<file path="src/rtl/grid_selection_ctrl.sv">
// grid_selection_ctrl
//   Sequences the 3x3 OLED selection grid. One-cycle button pulses move a
//   cursor and toggle marks; the result is rendered as 2 bits per cell
//   (2'b11 = box drawn, 2'b00 = blank) together with the box colour.
//   Build option: define WRAP_EN to make edge moves wrap within the
//   row/column; left undefined, edge moves saturate.
//
// Ports
//   clk         system clock
//   rst         synchronous, active-high reset
//   start       pulse, IDLE -> EDIT
//   btn_up      pulse, cursor row-1
//   btn_down    pulse, cursor row+1
//   btn_left    pulse, cursor col-1
//   btn_right   pulse, cursor col+1
//   btn_center  pulse, toggle mark at cursor
//   confirm     pulse, EDIT -> LOCKED (needs at least one mark)
//   clear       pulse, any state -> IDLE with marks cleared
//   grid_data   cell i (i = row*3+col, row 0 top) at [2i+1:2i]
//   color_hex   RGB565 colour for drawn boxes
//   sel_count   number of marked cells
//   locked      high while LOCKED
//
// State table
//   state     | meaning
//   ST_IDLE   | grid blank, waiting for start
//   ST_EDIT   | cursor blinks, buttons move cursor and toggle marks
//   ST_LOCKED | marks frozen and shown in lock colour, no cursor

module grid_selection_ctrl #(
   parameter int unsigned BLINK_CYCLES = 6_250_000,
   parameter int unsigned MAX_SEL      = 3,
   parameter logic [15:0] EDIT_COLOR   = 16'h07E0,
   parameter logic [15:0] LOCK_COLOR   = 16'hF800
) (
   input  logic        clk,
   input  logic        rst,
   input  logic        start,
   input  logic        btn_up,
   input  logic        btn_down,
   input  logic        btn_left,
   input  logic        btn_right,
   input  logic        btn_center,
   input  logic        confirm,
   input  logic        clear,
   output logic [17:0] grid_data,
   output logic [15:0] color_hex,
   output logic [3:0]  sel_count,
   output logic        locked
);

`ifdef WRAP_EN
   localparam logic WRAP = 1'b1;
`else
   localparam logic WRAP = 1'b0;
`endif

   localparam int unsigned  CW         = (BLINK_CYCLES > 2) ? $clog2(BLINK_CYCLES) : 1;
   localparam logic [CW-1:0] BLINK_LAST = CW'(BLINK_CYCLES - 1);
   localparam logic [3:0]   MAX_SEL_C  = 4'(MAX_SEL);
   localparam logic [3:0]   CENTRE     = 4'd4;

   typedef enum logic [1:0] {
      ST_IDLE   = 2'd0,
      ST_EDIT   = 2'd1,
      ST_LOCKED = 2'd2
   } state_t;

   state_t        state, nxt_state;
   logic [3:0]    cursor, nxt_cursor;
   logic [8:0]    marks, nxt_marks;
   logic [3:0]    sel_cnt, nxt_sel_cnt;
   logic [CW-1:0] blink_cnt, nxt_blink_cnt;
   logic          blink_on, nxt_blink_on;
   logic          restart;
   logic          at_top, at_bottom, at_left, at_right;
   logic [17:0]   nxt_grid;
   logic [15:0]   nxt_color;

   assign at_top    = (cursor < 4'd3);
   assign at_bottom = (cursor >= 4'd6);
   assign at_left   = (cursor == 4'd0) || (cursor == 4'd3) || (cursor == 4'd6);
   assign at_right  = (cursor == 4'd2) || (cursor == 4'd5) || (cursor == 4'd8);

   always_comb begin
      nxt_state     = state;
      nxt_cursor    = cursor;
      nxt_marks     = marks;
      nxt_sel_cnt   = sel_cnt;
      nxt_blink_cnt = blink_cnt;
      nxt_blink_on  = blink_on;
      restart       = 1'b0;

      if (clear) begin
         nxt_state     = ST_IDLE;
         nxt_cursor    = CENTRE;
         nxt_marks     = '0;
         nxt_sel_cnt   = '0;
         nxt_blink_cnt = '0;
         nxt_blink_on  = 1'b1;
      end else begin
         case (state)
            ST_IDLE: begin
               if (start) begin
                  nxt_state     = ST_EDIT;
                  nxt_cursor    = CENTRE;
                  nxt_blink_cnt = '0;
                  nxt_blink_on  = 1'b1;
               end
            end
            ST_EDIT: begin
               // An ignored confirm (nothing marked) is not an action, so a
               // lower-priority button in the same cycle still applies.
               if (confirm && (sel_cnt != 4'd0)) begin
                  nxt_state = ST_LOCKED;
               end else if (btn_center) begin
                  restart = 1'b1;
                  if (marks[cursor]) begin
                     nxt_marks[cursor] = 1'b0;
                     nxt_sel_cnt       = sel_cnt - 4'd1;
                  end else if (sel_cnt < MAX_SEL_C) begin
                     nxt_marks[cursor] = 1'b1;
                     nxt_sel_cnt       = sel_cnt + 4'd1;
                  end
               end else if (btn_up) begin
                  restart = 1'b1;
                  if (!at_top)   nxt_cursor = cursor - 4'd3;
                  else if (WRAP) nxt_cursor = cursor + 4'd6;
               end else if (btn_down) begin
                  restart = 1'b1;
                  if (!at_bottom) nxt_cursor = cursor + 4'd3;
                  else if (WRAP)  nxt_cursor = cursor - 4'd6;
               end else if (btn_left) begin
                  restart = 1'b1;
                  if (!at_left)  nxt_cursor = cursor - 4'd1;
                  else if (WRAP) nxt_cursor = cursor + 4'd2;
               end else if (btn_right) begin
                  restart = 1'b1;
                  if (!at_right) nxt_cursor = cursor + 4'd1;
                  else if (WRAP) nxt_cursor = cursor - 4'd2;
               end

               // Any action restarts the blink so the cursor is visible at once.
               if (restart) begin
                  nxt_blink_cnt = '0;
                  nxt_blink_on  = 1'b1;
               end else if (blink_cnt == BLINK_LAST) begin
                  nxt_blink_cnt = '0;
                  nxt_blink_on  = ~blink_on;
               end else begin
                  nxt_blink_cnt = blink_cnt + 1'b1;
               end
            end
            ST_LOCKED: begin
            end
            default: begin
               nxt_state = ST_IDLE;
            end
         endcase
      end
   end

   // Outputs are rendered from the next-state values so they register
   // together with the state, one cycle after the causing input.
   always_comb begin
      nxt_grid = '0;
      for (int i = 0; i < 9; i++) begin
         nxt_grid[2*i +: 2] = {2{nxt_marks[i] |
                                 ((nxt_state == ST_EDIT) && (nxt_cursor == 4'(i)) && nxt_blink_on)}};
      end
      case (nxt_state)
         ST_EDIT:   nxt_color = EDIT_COLOR;
         ST_LOCKED: nxt_color = LOCK_COLOR;
         default:   nxt_color = 16'h0000;
      endcase
   end

   always_ff @(posedge clk) begin
      if (rst) begin
         state     <= ST_IDLE;
         cursor    <= CENTRE;
         marks     <= '0;
         sel_cnt   <= '0;
         blink_cnt <= '0;
         blink_on  <= 1'b1;
         grid_data <= '0;
         color_hex <= '0;
         sel_count <= '0;
         locked    <= 1'b0;
      end else begin
         state     <= nxt_state;
         cursor    <= nxt_cursor;
         marks     <= nxt_marks;
         sel_cnt   <= nxt_sel_cnt;
         blink_cnt <= nxt_blink_cnt;
         blink_on  <= nxt_blink_on;
         grid_data <= nxt_grid;
         color_hex <= nxt_color;
         sel_count <= nxt_sel_cnt;
         locked    <= (nxt_state == ST_LOCKED);
      end
   end

endmodule

</file>
<file path="config.mk">
export PLATFORM = sky130hd
export DESIGN_NAME = grid_selection_ctrl
export DESIGN_NICKNAME = d
export VERILOG_FILES = /design/src/rtl/grid_selection_ctrl.sv
export SDC_FILE = /design/constraint.sdc
export NUM_CORES = 1
export LEC_CHECK = 0
export CAP_MARGIN = 30
export CORE_MARGIN = 1
export CORE_UTILIZATION = 28
export CTS_CLUSTER_SIZE = 10
export DETAILED_ROUTE_END_ITERATION = 6
export PLACE_DENSITY = 0.46
export SLEW_MARGIN = 20
export SYNTH_ARGS = -nofsm -noshare
export SYNTH_HDL_FRONTEND = slang
export SYNTH_SLANG_ARGS = --single-unit
</file>
<file path="constraint.sdc">
create_clock -name clk -period 3.27 [get_ports clk]
set_clock_uncertainty 0.2 [all_clocks]
set_input_delay 0.8175 -clock clk [delete_from_list [all_inputs] [get_ports clk]]
set_output_delay 0.8175 -clock clk [all_outputs]
set_load 0.01 [all_outputs]
</file>
==> impl_metrics.yaml <==
yosys:
  synth-simple-area-share: 0.220
  syn_avg_cell_area_um2: 8.18
  synthArstFlopShare: 0
  synth_edf_count: 0
  synth_ff_type: "dfxtp_1"
  ys_warn_count: 0
  synth_adder_area_share: 0.0349
  yosys.area_share.xor_xnor: 0.00764
  ys_seq_elements: 54
  yosysUniqueCellTypes: 66
  syn_area_mm2: 0.00344
  synth_top_family_by_area: "compound AO/OA/AOI/OAI gates"
  synthMuxAreaShare: 0.0375
  ys_seq_area_frac: 0.315
  synth_compound_area_frac: 0.283
  synthCells: 420
placed_design:
  place.gp.congestion: 0.868
  placed_area_mm2: 0.00402
  port_buffers: 43
  place_hpwl_mm: 7.56
worst_setup_path:
  timing.rr.end: "grid_data[13]"
  cp.arrival_ps: 3000
  r2r-start: "sel_cnt[3]"
  required_ps: 3230
  start_kind: "primary input"
  r2r_slack_ps: 340
  cp-end-kind: "flop"
  worst-path-max-fanout: 4
  reg2reg_depth: 6
  crit_start: "btn_left"
  crit_type: "in -> reg"
drt:
  vias: 3274
  postRouteAntennaNets: 0
  dr.pass1.iters: 4
  drt-total-wl_mm: 10.2
  wl_per_cell_um: 16.9
  via_per_inst: 5.42
  drt_iter0_drc: 273
  drc_errors: 0
cts:
  clockRootBuffer: "clkbuf_16"
  cts_sinks: 54
  clk_latency_ps: 290
  postCtsSetupBuffers: 0
  hold_buffers: 0
  clockBufferDepth: 2
  cts_tree: "yes"
  cts.clk_slew.worst_paths_ps: 70
  tritoncts.num_buffers: 5
  htree_levels: 2
  cts_resized: 0
cells_and_area:
  fill_cells: 1290
  syn_to_final_growth_pct: 21.6
  final_util: 0.348
  fin_nets: 475
  drive_above_1_share: 0.116
  design_area_mm2: 0.00418
  antennaDiodeCount: 0
grt:
  track_usage: 0.165
  antenna_found_initial: 0
  grt_first_pass_wirelength_mm: 16.5
  grtUsageMet1: 0.229
  grt_max_degree: 26
  grt_pass1_vias: 3089
  grt_overflow: 0
  grt_busiest_layer: "met2"
  met2_usage: 0.267
  grt_util_met3: 0.0198
floorplanning:
  core.rowCount: 40
  die_w_um: 113
  boundaryPins: 49
  start_util: 0.286
  die_h_um: 113
  design.die.area_mm2: 0.0127
  core_mm2: 0.0120
sta:
  period_share: 0.931
  min_period_ps: 3040
  tightestPinTransition_ps: 822
  slew-limit-headroom: 0.445
  rsz0062_at_grt: "no"
  setup_viol_count_final: 0
  final_max_slew_viol_count: 0
  fmax_mhz: 329
  whs_ps: 280
  hold_viol_final: 0
worst_hold_path:
  hp-class: "reg -> reg"
  hold_start: "blink_cnt[18]"
  holdPathEnd: "blink_cnt[18]"
  holdPathStages: 1
pwr:
  leakagePower_nw: 1.46
  worst_ir_drop_vdd_mv: 0.193
  power_density_mw_per_mm2: 327
run_status:
  outcome: "finished clean"
run:
  drv_cap: 0
-- worst max-delay path by stage --
stage,slack [ps],end
2_1_floorplan,410,grid_data[16]
3_3_place_gp,-50,grid_data[11]
3_5_place_dp,-20,grid_data[11]
4_1_cts,240,grid_data[11]
5_1_grt,140,grid_data[13]
6_report,230,grid_data[13]
-- cells in the final DEF, fill, tap and decap left out, drive strengths merged, types with 11 or more instances in the layout --
cell type,netlist,final
dfxtp,54,54
clkdlybuf4s50,0,43
nor2,31,31
nand2,30,30
buf,29,30
a21oi,23,23
inv,19,19
a311oi,18,18
nor3,15,15
nand3,14,14
o21ai,12,12
nor2b,11,11
a211oi,11,11
-- registers in the layout, summed over array words and instances, names as in the netlist --
| name | cells |
|---|---|
| marks | 9 |
| grid_data | 9 |
| color_hex | 2 |
| blink_on | 1 |
| state | 2 |
| sel_cnt | 4 |
| cursor | 4 |
| blink_cnt | 23 |
-- synthesized netlist by cell type (3+ instances only) --
cell type | n | area share
nor4_1 | 4 | 0.0073
or2_2 | 4 | 0.0073
a21oi_1 | 23 | 0.033
nand2_1 | 30 | 0.033
inv_1 | 19 | 0.021
nor2_1 | 31 | 0.034
mux2i_1 | 5 | 0.015
nor2b_1 | 11 | 0.020
o21a_1 | 3 | 0.0066
nand4_1 | 3 | 0.0055
a211oi_1 | 11 | 0.024
o211ai_1 | 4 | 0.0087
nand4b_1 | 3 | 0.0076
buf_2 | 3 | 0.0044
o31ai_1 | 7 | 0.015
o21bai_1 | 6 | 0.013
or3_1 | 4 | 0.0073
and3_1 | 6 | 0.011
a41oi_1 | 5 | 0.013
o21ai_0 | 12 | 0.017
and2_1 | 5 | 0.0091
nand3_1 | 14 | 0.020
a311o_1 | 5 | 0.015
a31oi_1 | 8 | 0.015
o31a_1 | 4 | 0.010
nor3_1 | 15 | 0.022
a311oi_1 | 18 | 0.046
nor3b_1 | 3 | 0.0066
buf_4 | 24 | 0.052
ha_1 | 8 | 0.029
dfxtp_1 | 54 | 0.31
clkbuf_1 | 19 | 0.021
o22ai_1 | 3 | 0.0055
a21o_1 | 4 | 0.0087
-- where the power goes --
part | internal [mW] | switching [mW] | leakage [nW]
sequential | 0.660 | 0.00414 | 0.435
clock | 0.328 | 0.243 | 0.0801
combinational | 0.0554 | 0.0739 | 0.944
total | 1.04 | 0.322 | 1.46
-- metrics by stage --
step	worst slack [ps]	std cells	setup TNS [ps]	power [mW]
2_1_floorplan	411	424	0	0.756
3_3_place_gp	-48.0	596	-69.8	0.808
3_5_place_dp	-23.9	596	-23.9	0.808
4_1_cts	243	604	0	1.38
5_1_grt	143	604	0	1.42
6_report	227	604	0	1.36
-- routing by layer --
layer / vias up / share of wire
met3: 13 / 0.049
met4: 0 / 0.015
met1: 1551 / 0.48
met2: 87 / 0.45
met5: - / 0
li1: 1623 / -
-- cell type report --
cell class / count / area (um^2) / area share
Clock buffer: 7 / 153 / 0.0365
Sequential cell: 54 / 1080 / 0.259
Multi-Input combinational cell: 302 / 2020 / 0.484
Tap cell: 147 / 184 / 0.0440
Timing Repair Buffer: 73 / 656 / 0.157
Clock inverter: 1 / 8.76 / 0.00210
Inverter: 20 / 75.1 / 0.0180
-- kinds of logic after synthesis --
group	after synthesis
mux	9
flops	54
buf+inv	68
xor+xnor	3
fa+ha+maj	9
simple gates	145
compound gates	131
other cells	1
-- worst max-delay path, stage by stage --
cell             delay (ps)
clkdlybuf4s50_1         480
inv_1                    60
o41a_1                  450
a211oi_1                280
o211ai_1                220
or2_2                   350
o31ai_1                 350
(Power assumes the default switching activity.)
